[config.mk]
export PLATFORM = sky130hd
export DESIGN_NAME = frost32_mem_access_unit_flat
export DESIGN_NICKNAME = d
export VERILOG_FILES = /design/src/rtl/frost32_mem_access_unit_if.sv /design/src/rtl/frost32_mem_access_unit.sv /design/src/flat_wrapper.sv
export SDC_FILE = /design/constraint.sdc
export NUM_CORES = 1
export LEC_CHECK = 0
export CAP_MARGIN = 10
export CORE_MARGIN = 2
export CORE_UTILIZATION = 36
export DETAILED_ROUTE_END_ITERATION = 10
export HOLD_SLACK_MARGIN = 0.08
export PLACE_DENSITY = 0.66
export SYNTH_ARGS = -nofsm -noshare
export SYNTH_HDL_FRONTEND = slang
export SYNTH_SLANG_ARGS = --single-unit
[constraint.sdc]
create_clock -name clk -period 2.7 [get_ports clk]
set_input_delay 0.675 -clock clk [delete_from_list [all_inputs] [get_ports clk]]
set_output_delay 0.675 -clock clk [all_outputs]
set_load 0.02 [all_outputs]
[src/rtl/frost32_mem_access_unit_if.sv]
// CPU request port and memory bus of the Frost32 load/store unit.
// cpu_sign_ext is present only when FROST32_MEM_ACCESS_SIGN_EXT_EN is defined.
interface frost32_mem_access_unit_if #(
   parameter int DATA_WIDTH = 32,
   parameter int ADDR_WIDTH = 32
);
   // Handshakes: cpu_req is a one-cycle strobe taken only while the unit is idle
   // (not cpu_busy, no done/fault pulse); otherwise it is dropped, never queued.
   // mem_req is held high with mem_we/addr/wdata/byte_en stable until the cycle
   // mem_ack is seen (or the timeout expires); mem_rdata is valid only with mem_ack.
   logic                    cpu_req;
   logic                    cpu_access_type;
   logic [1:0]              cpu_access_size;
   logic [ADDR_WIDTH-1:0]   cpu_addr;
   logic [DATA_WIDTH-1:0]   cpu_wdata;
`ifdef FROST32_MEM_ACCESS_SIGN_EXT_EN
   logic                    cpu_sign_ext;
`endif
   logic                    cpu_busy;
   logic                    cpu_done;
   logic [DATA_WIDTH-1:0]   cpu_rdata;
   logic                    cpu_fault;
   logic [1:0]              cpu_fault_code;
   logic                    mem_req;
   logic                    mem_we;
   logic [ADDR_WIDTH-1:0]   mem_addr;
   logic [DATA_WIDTH-1:0]   mem_wdata;
   logic [DATA_WIDTH/8-1:0] mem_byte_en;
   logic                    mem_ack;
   logic [DATA_WIDTH-1:0]   mem_rdata;

   modport master (
`ifdef FROST32_MEM_ACCESS_SIGN_EXT_EN
      input  cpu_sign_ext,
`endif
      input  cpu_req, cpu_access_type, cpu_access_size, cpu_addr, cpu_wdata,
      output cpu_busy, cpu_done, cpu_rdata, cpu_fault, cpu_fault_code,
      output mem_req, mem_we, mem_addr, mem_wdata, mem_byte_en,
      input  mem_ack, mem_rdata
   );

   modport slave (
`ifdef FROST32_MEM_ACCESS_SIGN_EXT_EN
      output cpu_sign_ext,
`endif
      output cpu_req, cpu_access_type, cpu_access_size, cpu_addr, cpu_wdata,
      input  cpu_busy, cpu_done, cpu_rdata, cpu_fault, cpu_fault_code,
      input  mem_req, mem_we, mem_addr, mem_wdata, mem_byte_en,
      output mem_ack, mem_rdata
   );
endinterface

[src/rtl/frost32_mem_access_unit.sv]
// Frost32 load/store bus unit: size/alignment checks, byte enables, wait states, timeout.
// Define FROST32_MEM_ACCESS_SIGN_EXT_EN to add cpu_sign_ext for signed 8b/16b loads.
module frost32_mem_access_unit #(
   parameter int DATA_WIDTH     = 32,
   parameter int ADDR_WIDTH     = 32,
   parameter int TIMEOUT_CYCLES = 255
) (
   input  logic                      clk,
   input  logic                      rst_n,
   frost32_mem_access_unit_if.master bus,
   output logic [1:0]                dbg_state
);
   localparam int NB = DATA_WIDTH / 8;
   localparam int OW = $clog2(NB);
   localparam int CW = $clog2(TIMEOUT_CYCLES + 1);

   typedef enum logic [1:0] {
      S_IDLE  = 2'd0,
      S_BUSY  = 2'd1,
      S_DONE  = 2'd2,
      S_FAULT = 2'd3
   } state_t;

   state_t                state_q, state_d;
   logic [1:0]            code_q, code_d;
   logic [CW-1:0]         cnt_q;
   logic                  we_q;
   logic [1:0]            size_q;
   logic [OW-1:0]         off_q;
   logic                  sext_q;
   logic [ADDR_WIDTH-1:0] addr_q;
   logic [DATA_WIDTH-1:0] wdata_q;
   logic [NB-1:0]         be_q;
   logic [DATA_WIDTH-1:0] rdata_q;

   logic                  accept;
   logic                  bad_size;
   logic                  misaligned;
   logic                  timeout_hit;
   logic                  req_sext;
   logic [OW-1:0]         req_off;
   logic [NB-1:0]         req_be;
   logic [DATA_WIDTH-1:0] req_wdata;
   logic [DATA_WIDTH-1:0] rd_shift, rd_mask, rd_ext;
   logic                  rd_sign;

   assign accept      = (state_q == S_IDLE) && bus.cpu_req;
   assign req_off     = bus.cpu_addr[OW-1:0];
   assign bad_size    = (bus.cpu_access_size == 2'd3);
   assign timeout_hit = (cnt_q == CW'(TIMEOUT_CYCLES - 1));
   assign dbg_state   = state_q;

`ifdef FROST32_MEM_ACCESS_SIGN_EXT_EN
   assign req_sext = bus.cpu_sign_ext;
`else
   assign req_sext = 1'b0;
`endif

   always_comb begin
      misaligned = 1'b0;
      req_be     = '0;
      req_wdata  = '0;
      case (bus.cpu_access_size)
         2'd0: begin
            misaligned = (bus.cpu_addr[1:0] != 2'b00);
            req_be     = NB'(4'hF) << req_off;
         end
         2'd1: begin
            misaligned = bus.cpu_addr[0];
            req_be     = NB'(2'b11) << req_off;
         end
         default: req_be = NB'(1'b1) << req_off;
      endcase
      // Replicate the access-sized chunk into every lane so any offset sees it.
      for (int i = 0; i < NB; i++) begin
         case (bus.cpu_access_size)
            2'd1:    req_wdata[i*8 +: 8] = bus.cpu_wdata[(i % 2)*8 +: 8];
            2'd2:    req_wdata[i*8 +: 8] = bus.cpu_wdata[7:0];
            default: req_wdata[i*8 +: 8] = bus.cpu_wdata[(i % 4)*8 +: 8];
         endcase
      end
   end

   always_comb begin
      rd_shift = bus.mem_rdata >> {off_q, 3'b000};
      rd_mask  = DATA_WIDTH'(32'hFFFF_FFFF);
      rd_sign  = 1'b0;
      case (size_q)
         2'd1: begin
            rd_mask = DATA_WIDTH'(16'hFFFF);
            rd_sign = rd_shift[15];
         end
         2'd2: begin
            rd_mask = DATA_WIDTH'(8'hFF);
            rd_sign = rd_shift[7];
         end
         default: ;
      endcase
      rd_ext = (rd_shift & rd_mask) | ((sext_q && rd_sign) ? ~rd_mask : '0);
   end

   always_comb begin
      state_d            = state_q;
      code_d             = code_q;
      bus.cpu_busy       = 1'b0;
      bus.cpu_done       = 1'b0;
      bus.cpu_fault      = 1'b0;
      bus.cpu_fault_code = code_q;
      bus.cpu_rdata      = rdata_q;
      bus.mem_req        = 1'b0;
      bus.mem_we         = 1'b0;
      bus.mem_addr       = '0;
      bus.mem_wdata      = '0;
      bus.mem_byte_en    = '0;
      case (state_q)
         S_IDLE: begin
            if (bus.cpu_req) begin
               if (bad_size) begin
                  state_d = S_FAULT;
                  code_d  = 2'd2;
               end else if (misaligned) begin
                  state_d = S_FAULT;
                  code_d  = 2'd1;
               end else begin
                  state_d = S_BUSY;
                  code_d  = 2'd0;
               end
            end
         end
         S_BUSY: begin
            bus.cpu_busy    = 1'b1;
            bus.mem_req     = 1'b1;
            bus.mem_we      = we_q;
            bus.mem_addr    = addr_q;
            bus.mem_wdata   = wdata_q;
            bus.mem_byte_en = be_q;
            // A late ack on the final allowed cycle still completes the access.
            if (bus.mem_ack) begin
               state_d = S_DONE;
            end else if (timeout_hit) begin
               state_d = S_FAULT;
               code_d  = 2'd3;
            end
         end
         S_DONE: begin
            bus.cpu_done = 1'b1;
            state_d      = S_IDLE;
         end
         S_FAULT: begin
            bus.cpu_fault = 1'b1;
            state_d       = S_IDLE;
         end
         default: state_d = S_IDLE;
      endcase
   end

   always_ff @(posedge clk) begin
      if (!rst_n) begin
         state_q <= S_IDLE;
         code_q  <= 2'd0;
         cnt_q   <= '0;
         we_q    <= 1'b0;
         size_q  <= 2'd0;
         off_q   <= '0;
         sext_q  <= 1'b0;
         addr_q  <= '0;
         wdata_q <= '0;
         be_q    <= '0;
         rdata_q <= '0;
      end else begin
         state_q <= state_d;
         code_q  <= code_d;
         if (state_q == S_BUSY) begin
            cnt_q <= cnt_q + CW'(1);
         end else begin
            cnt_q <= '0;
         end
         if (accept) begin
            we_q    <= bus.cpu_access_type;
            size_q  <= bus.cpu_access_size;
            off_q   <= req_off;
            sext_q  <= req_sext;
            addr_q  <= {bus.cpu_addr[ADDR_WIDTH-1:OW], {OW{1'b0}}};
            wdata_q <= req_wdata;
            be_q    <= req_be;
         end
         if ((state_q == S_BUSY) && bus.mem_ack) begin
            rdata_q <= we_q ? '0 : rd_ext;
         end
      end
   end
endmodule
[src/flat_wrapper.sv]
// flat-port wrapper written by rule: the top's interface ports become plain ports
module frost32_mem_access_unit_flat 
#(
   parameter int DATA_WIDTH     = 32,
   parameter int ADDR_WIDTH     = 32,
   parameter int TIMEOUT_CYCLES = 255
)
  (clk, rst_n, dbg_state, bus_cpu_req, bus_cpu_access_type, bus_cpu_access_size, bus_cpu_addr, bus_cpu_wdata, bus_cpu_busy, bus_cpu_done, bus_cpu_rdata, bus_cpu_fault, bus_cpu_fault_code, bus_mem_req, bus_mem_we, bus_mem_addr, bus_mem_wdata, bus_mem_byte_en, bus_mem_ack, bus_mem_rdata);
  frost32_mem_access_unit_if #(.DATA_WIDTH(DATA_WIDTH), .ADDR_WIDTH(ADDR_WIDTH)) bus_i ();
  input  logic clk;
  input  logic rst_n;
  output logic [1:0] dbg_state;
  input wire logic [$bits(bus_i.cpu_req)-1:0] bus_cpu_req;
  input wire logic [$bits(bus_i.cpu_access_type)-1:0] bus_cpu_access_type;
  input wire logic [$bits(bus_i.cpu_access_size)-1:0] bus_cpu_access_size;
  input wire logic [$bits(bus_i.cpu_addr)-1:0] bus_cpu_addr;
  input wire logic [$bits(bus_i.cpu_wdata)-1:0] bus_cpu_wdata;
  output wire logic [$bits(bus_i.cpu_busy)-1:0] bus_cpu_busy;
  output wire logic [$bits(bus_i.cpu_done)-1:0] bus_cpu_done;
  output wire logic [$bits(bus_i.cpu_rdata)-1:0] bus_cpu_rdata;
  output wire logic [$bits(bus_i.cpu_fault)-1:0] bus_cpu_fault;
  output wire logic [$bits(bus_i.cpu_fault_code)-1:0] bus_cpu_fault_code;
  output wire logic [$bits(bus_i.mem_req)-1:0] bus_mem_req;
  output wire logic [$bits(bus_i.mem_we)-1:0] bus_mem_we;
  output wire logic [$bits(bus_i.mem_addr)-1:0] bus_mem_addr;
  output wire logic [$bits(bus_i.mem_wdata)-1:0] bus_mem_wdata;
  output wire logic [$bits(bus_i.mem_byte_en)-1:0] bus_mem_byte_en;
  input wire logic [$bits(bus_i.mem_ack)-1:0] bus_mem_ack;
  input wire logic [$bits(bus_i.mem_rdata)-1:0] bus_mem_rdata;
  assign bus_i.cpu_req = bus_cpu_req;
  assign bus_i.cpu_access_type = bus_cpu_access_type;
  assign bus_i.cpu_access_size = bus_cpu_access_size;
  assign bus_i.cpu_addr = bus_cpu_addr;
  assign bus_i.cpu_wdata = bus_cpu_wdata;
  assign bus_cpu_busy = bus_i.cpu_busy;
  assign bus_cpu_done = bus_i.cpu_done;
  assign bus_cpu_rdata = bus_i.cpu_rdata;
  assign bus_cpu_fault = bus_i.cpu_fault;
  assign bus_cpu_fault_code = bus_i.cpu_fault_code;
  assign bus_mem_req = bus_i.mem_req;
  assign bus_mem_we = bus_i.mem_we;
  assign bus_mem_addr = bus_i.mem_addr;
  assign bus_mem_wdata = bus_i.mem_wdata;
  assign bus_mem_byte_en = bus_i.mem_byte_en;
  assign bus_i.mem_ack = bus_mem_ack;
  assign bus_i.mem_rdata = bus_mem_rdata;
  frost32_mem_access_unit #(.DATA_WIDTH(DATA_WIDTH), .ADDR_WIDTH(ADDR_WIDTH), .TIMEOUT_CYCLES(TIMEOUT_CYCLES)) u_core (.clk(clk), .rst_n(rst_n), .bus(bus_i), .dbg_state(dbg_state));
endmodule
Word-level counts from Yosys, hierarchy flattened
Cells that the tools add are included.
{ "op_classes": {"n_addsub": 1, "reduce_logical": 11, "mux": 25, "shifts": 4, "eq_ne": 13, "bitwise": 1} }
{ "ops": {"columns": ["operator", "n"], "rows": [
  ["$mux 32", 3],
  ["$pmux 32 s2", 1],
  ["$and 32x32->32", 1],
  ["$shr 32x5->32", 1],
  ["$mux 2", 8],
  ["$mux 8", 2],
  ["$pmux 8 s2", 1],
  ["$eq 2x2->1 const B", 5],
  ["$add 8x1->8 const B", 1],
  ["$eq 8x8->1 const B", 1],
  ["$pmux 4 s2", 1],
  ["$eq 2x1->1 const B", 3],
  ["$pmux 2 s3", 1],
  ["$mux 1", 5],
  ["$logic_not 2->1", 2],
  ["$mux 4", 1],
  ["$ne 2x2->1 const B", 2],
  ["$pmux 2 s2", 1],
  ["$reduce_and 2->1", 2],
  ["$reduce_and 4->1", 1],
  ["$reduce_bool 2->1", 2],
  ["$reduce_or 2->1", 2],
  ["$shl 1x2->4 const A", 1],
  ["$shl 2x2->4 const A", 1],
  ["other kinds (5)", 6]
]} }
{ "word_totals": {"regBits": 115, "out_inout_bits": 109, "word_cells": 65, "input_bits": 103} }

Longest topological paths before layout
{ "logic_depth": {"ltp_word": 6, "depth_mapped": 7, "mapped_depth_nobuf": 5} }

Least setup slack after synthesis
Ideal clock, no wire load.
{ "synth_timing": {"kind": "flip-flop to output port", "start": "reg u_core.state_q[0], in the netlist u_core.dbg_state[0]", "end": "out bus_mem_wdata[15]", "path_stages_with_launch": 7, "slack_ns": 0.531, "arrival_ns": 1.494, "path_buffers": 3, "t_required_ns": 2.025, "path_cell_list": "dfxtp_1 -> buf_6 -> nand2b_4 -> inv_1 -> clkbuf_1 -> clkbuf_1 -> and2_1"} }
{ "synth_via": {"elab_chain_cells": 2} }
{ "synth_lines": {"columns": ["element", "line", "rtl"], "rows": [
  ["start: declaration", "frost32_mem_access_unit.sv:24", "state_t state_q, state_d;"],
  ["start signal: assignment", "frost32_mem_access_unit.sv:171", "state_q <= state_d;"],
  ["$eq 2x1->1", "frost32_mem_access_unit.sv:115", "case (state_q)"],
  ["$mux 32", "frost32_mem_access_unit.sv:115", null],
  ["end: declaration", "flat_wrapper.sv:26", "output wire logic [$bits(bus_i.mem_wdata)-1:0] bus_mem_wdata;"]
]} }
No other way between the ends.

Final worst setup path
{ "layout_timing": {"start": "reg u_core.state_q[1], in the netlist u_core.dbg_state[1]", "end": "out bus_mem_addr[6]"} }
{ "layout_via": {"elab_chain_cells": 2} }
{ "layout_lines": {"columns": ["element", "line", "rtl"], "rows": [
  ["$eq 2x1->1", "frost32_mem_access_unit.sv:115", null],
  ["$mux 32", "frost32_mem_access_unit.sv:115", null],
  ["end: declaration", "flat_wrapper.sv:25", "output wire logic [$bits(bus_i.mem_addr)-1:0] bus_mem_addr;"]
]} }
No other way between the ends.

==> impl_metrics.ini <==
[outcome]
status = finished, final reports clean

[timing]
fin_hold_ws_ps = 447.0
finalSetupTns_ps = 0
timing.final.crit_share_pct = 95.86
worst_pin_slew_ps = 772.1
min_period_ps = 2588
setup_viol = 0
slew_violations = 0
max_freq_mhz = 386.4
slew_headroom_pct = 48.46
rsz0062_at_grt = no
finalHoldViolations = 0
skew_ps = 5.690

[power_and_ir_drop]
peakVddDrop_mv = 0.4090
powerDensity_mw_per_mm2 = 586.4
leakage_uw = 0.003533
total_power_uw = 4813

[critical_path]
worstPathArrival_ps = 1910
endpoint_kind = output port
rrSetupSlack_ps = 680
critical_path_required_ps = 2030
cp_max_fo = 25
start_kind = register
criticalPathCategory = reg2out

[drt]
drc_errors = 0
drtAntennaViolNets = 0
drt_first_pass_iters = 4
vias = 5139
viasPerCell = 5.139
wl_per_cell_um = 16.33
routed_wl_um = 16330
first_iter_violations = 231

[place]
gp_congestion = 0.8050
place_hpwl_um = 11650
placed_cell_area_mm2 = 0.007649
dp.cells = 967
port-buffer-count = 209

[floorplanning]
core_area_mm2 = 0.01459
num_rows = 44
die-area_mm2 = 0.01601
initial_core_util_pct = 37.05
ios = 212
die_w_um = 126.5
die_h_um = 126.5

[cells_and_area]
final_common_cell = clkdlybuf4s50_1
finish.net_count = 914
nFillCells = 1315
area_delta_synth_final_pct = 51.85
diodes = 0
most-common-layout-cells = clkdlybuf4s50_1 (151), dfxtp_1 (115), nand2_1 (100)
drive_above_1_share_pct = 8.211
postLayoutCellArea_mm2 = 0.008208
instances_no_fill = 1000

[global_routing]
antenna_found_initial = 0
overflow = 0
grt_pass1_vias = 5237
grt_pass1_wl_um = 26140
grt_max_degree = 64
grt_usage_pct = 20.35

[yosys]
synth_cell_types = 48
netlist.area_leader.share_pct = 42.59
synthTopCellsByArea = dfxtp_1 (43%), and2_1 (8.0%), nand2_1 (6.9%)
syn_inst = 609
yosysWarnings = 0
synth_edf_count = 0
synth-main-ff-cell = dfxtp_1
ys_seq_area_share_pct = 42.59
netlist_area_mm2 = 0.005405
yosysTopAreaCell = dfxtp_1
syn_area_per_cell_um2 = 8.876
synth-seq-cells = 115
synthArstFlopShare_pct = 0

[run]
maxCapViolCount = 0

[cts]
path_clk_slew_ps = 50
clk_path_buf_depth = 2
cts_setup_buffers = 0
cts-root-buf = clkbuf_16
htree_levels = 4
cts.sinks = 115
cts_tree = done
clk-insertion-delay-late_ps = 410
hold_buffers = 0
cts_made_buffers = 17

[min_path]
hp-class = reg2reg
==> sequential cells by signal, summed over array words and instances (netlist names) <==
signal	flops
u_core.bus.cpu_rdata	32
u_core.wdata_q	32
u_core.addr_q	30
u_core.cnt_q	8
u_core.be_q	4
u_core.bus.cpu_fault_code	2
u_core.dbg_state	2
u_core.off_q	2
u_core.size_q	2
u_core.we_q	1
==> metal layers <==
layer	vias to the layer above	global-route usage, %	share of wire (%)
met5	-	0	0
met4	0	7.175	1.0
met3	13	7.971	9.6
met2	197	32.24	46
met1	2425	25.24	43
li1	2504	-	-
==> synthesized netlist by cell type (all sizes together), types with 3 or more instances <==
master,number
dfxtp,115
nand2,100
and2,69
a21oi,59
nor2,44
buf,32
a22o,24
mux2i,24
clkbuf,20
a211oi,16
a211o,9
a22oi,8
a32oi,8
ha,8
mux2,8
mux4,8
o2bb2ai,8
inv,7
nand3,5
o21ai,5
or3,5
nor2b,3
==> report_power, final <==
group          internal [uW]  switching, uW  total [uW]
combinational            435            441         876
clock                   1330            738        2070
sequential              1810           60.1        1870
total                   3570           1240        4810
==> final cells by class <==
class | instances | area, um2 | area share, %
Clock inverter | 5 | 50.05 | 0.6098
Inverter | 7 | 28.78 | 0.3506
Timing Repair Buffer | 226 | 2286 | 27.85
Clock buffer | 27 | 493.0 | 6.006
Tap cell | 184 | 230.2 | 2.805
Multi-Input combinational cell | 436 | 2818 | 34.33
Sequential cell | 115 | 2302 | 28.05
==> final timing paths <==
path	cells after the start	startpoint	end
setup reg to reg	3	u_core.off_q[1]	u_core.bus.cpu_rdata[25]
hold / removal	2	u_core.addr_q[28]	u_core.addr_q[28]
hold reg to reg	2	u_core.addr_q[28]	u_core.addr_q[28]
setup / recovery	5	u_core.dbg_state[1]	bus_mem_addr[6]
==> critical path: stages, from the launching register on <==
cell	delay, ps
dfxtp_1	300
nand2b_4	160
inv_4	120
buf_12	180
and2_1	140
clkdlybuf4s50_1	600
==> through the flow <==
stage / worst slack (ps) / util, %
4_1_cts: 12.40 / 56.02
5_1_grt: 1.213 / 56.26
2_1_floorplan: 531.2 / -
3_3_place_gp: 367.9 / 52.43
6_report: 111.7 / 56.26
3_5_place_dp: 289.9 / 52.43
==> logic make-up (layout without fill, tap and decap cells) <==
kind of cell / after synthesis / in the layout / synth area share, %
fa+ha+maj: 8 / 8 / 1.852
mux: 40 / 40 / 9.444
buf+inv: 59 / 265 / 5.440
xor+xnor: 3 / 3 / 0.4862
simple gates: 238 / 238 / 21.57
compound gates: 145 / 145 / 18.54
flops: 115 / 115 / 42.59
other cells: 1 / 2 / 0.06938
==> timing repair <==
item	in CTS	in global routing
gates resized for setup	44	14
gates cloned	1	0
endpoints found under the hold margin	0	0
setup endpoints to repair	58	14
(Power assumes the default switching activity.)
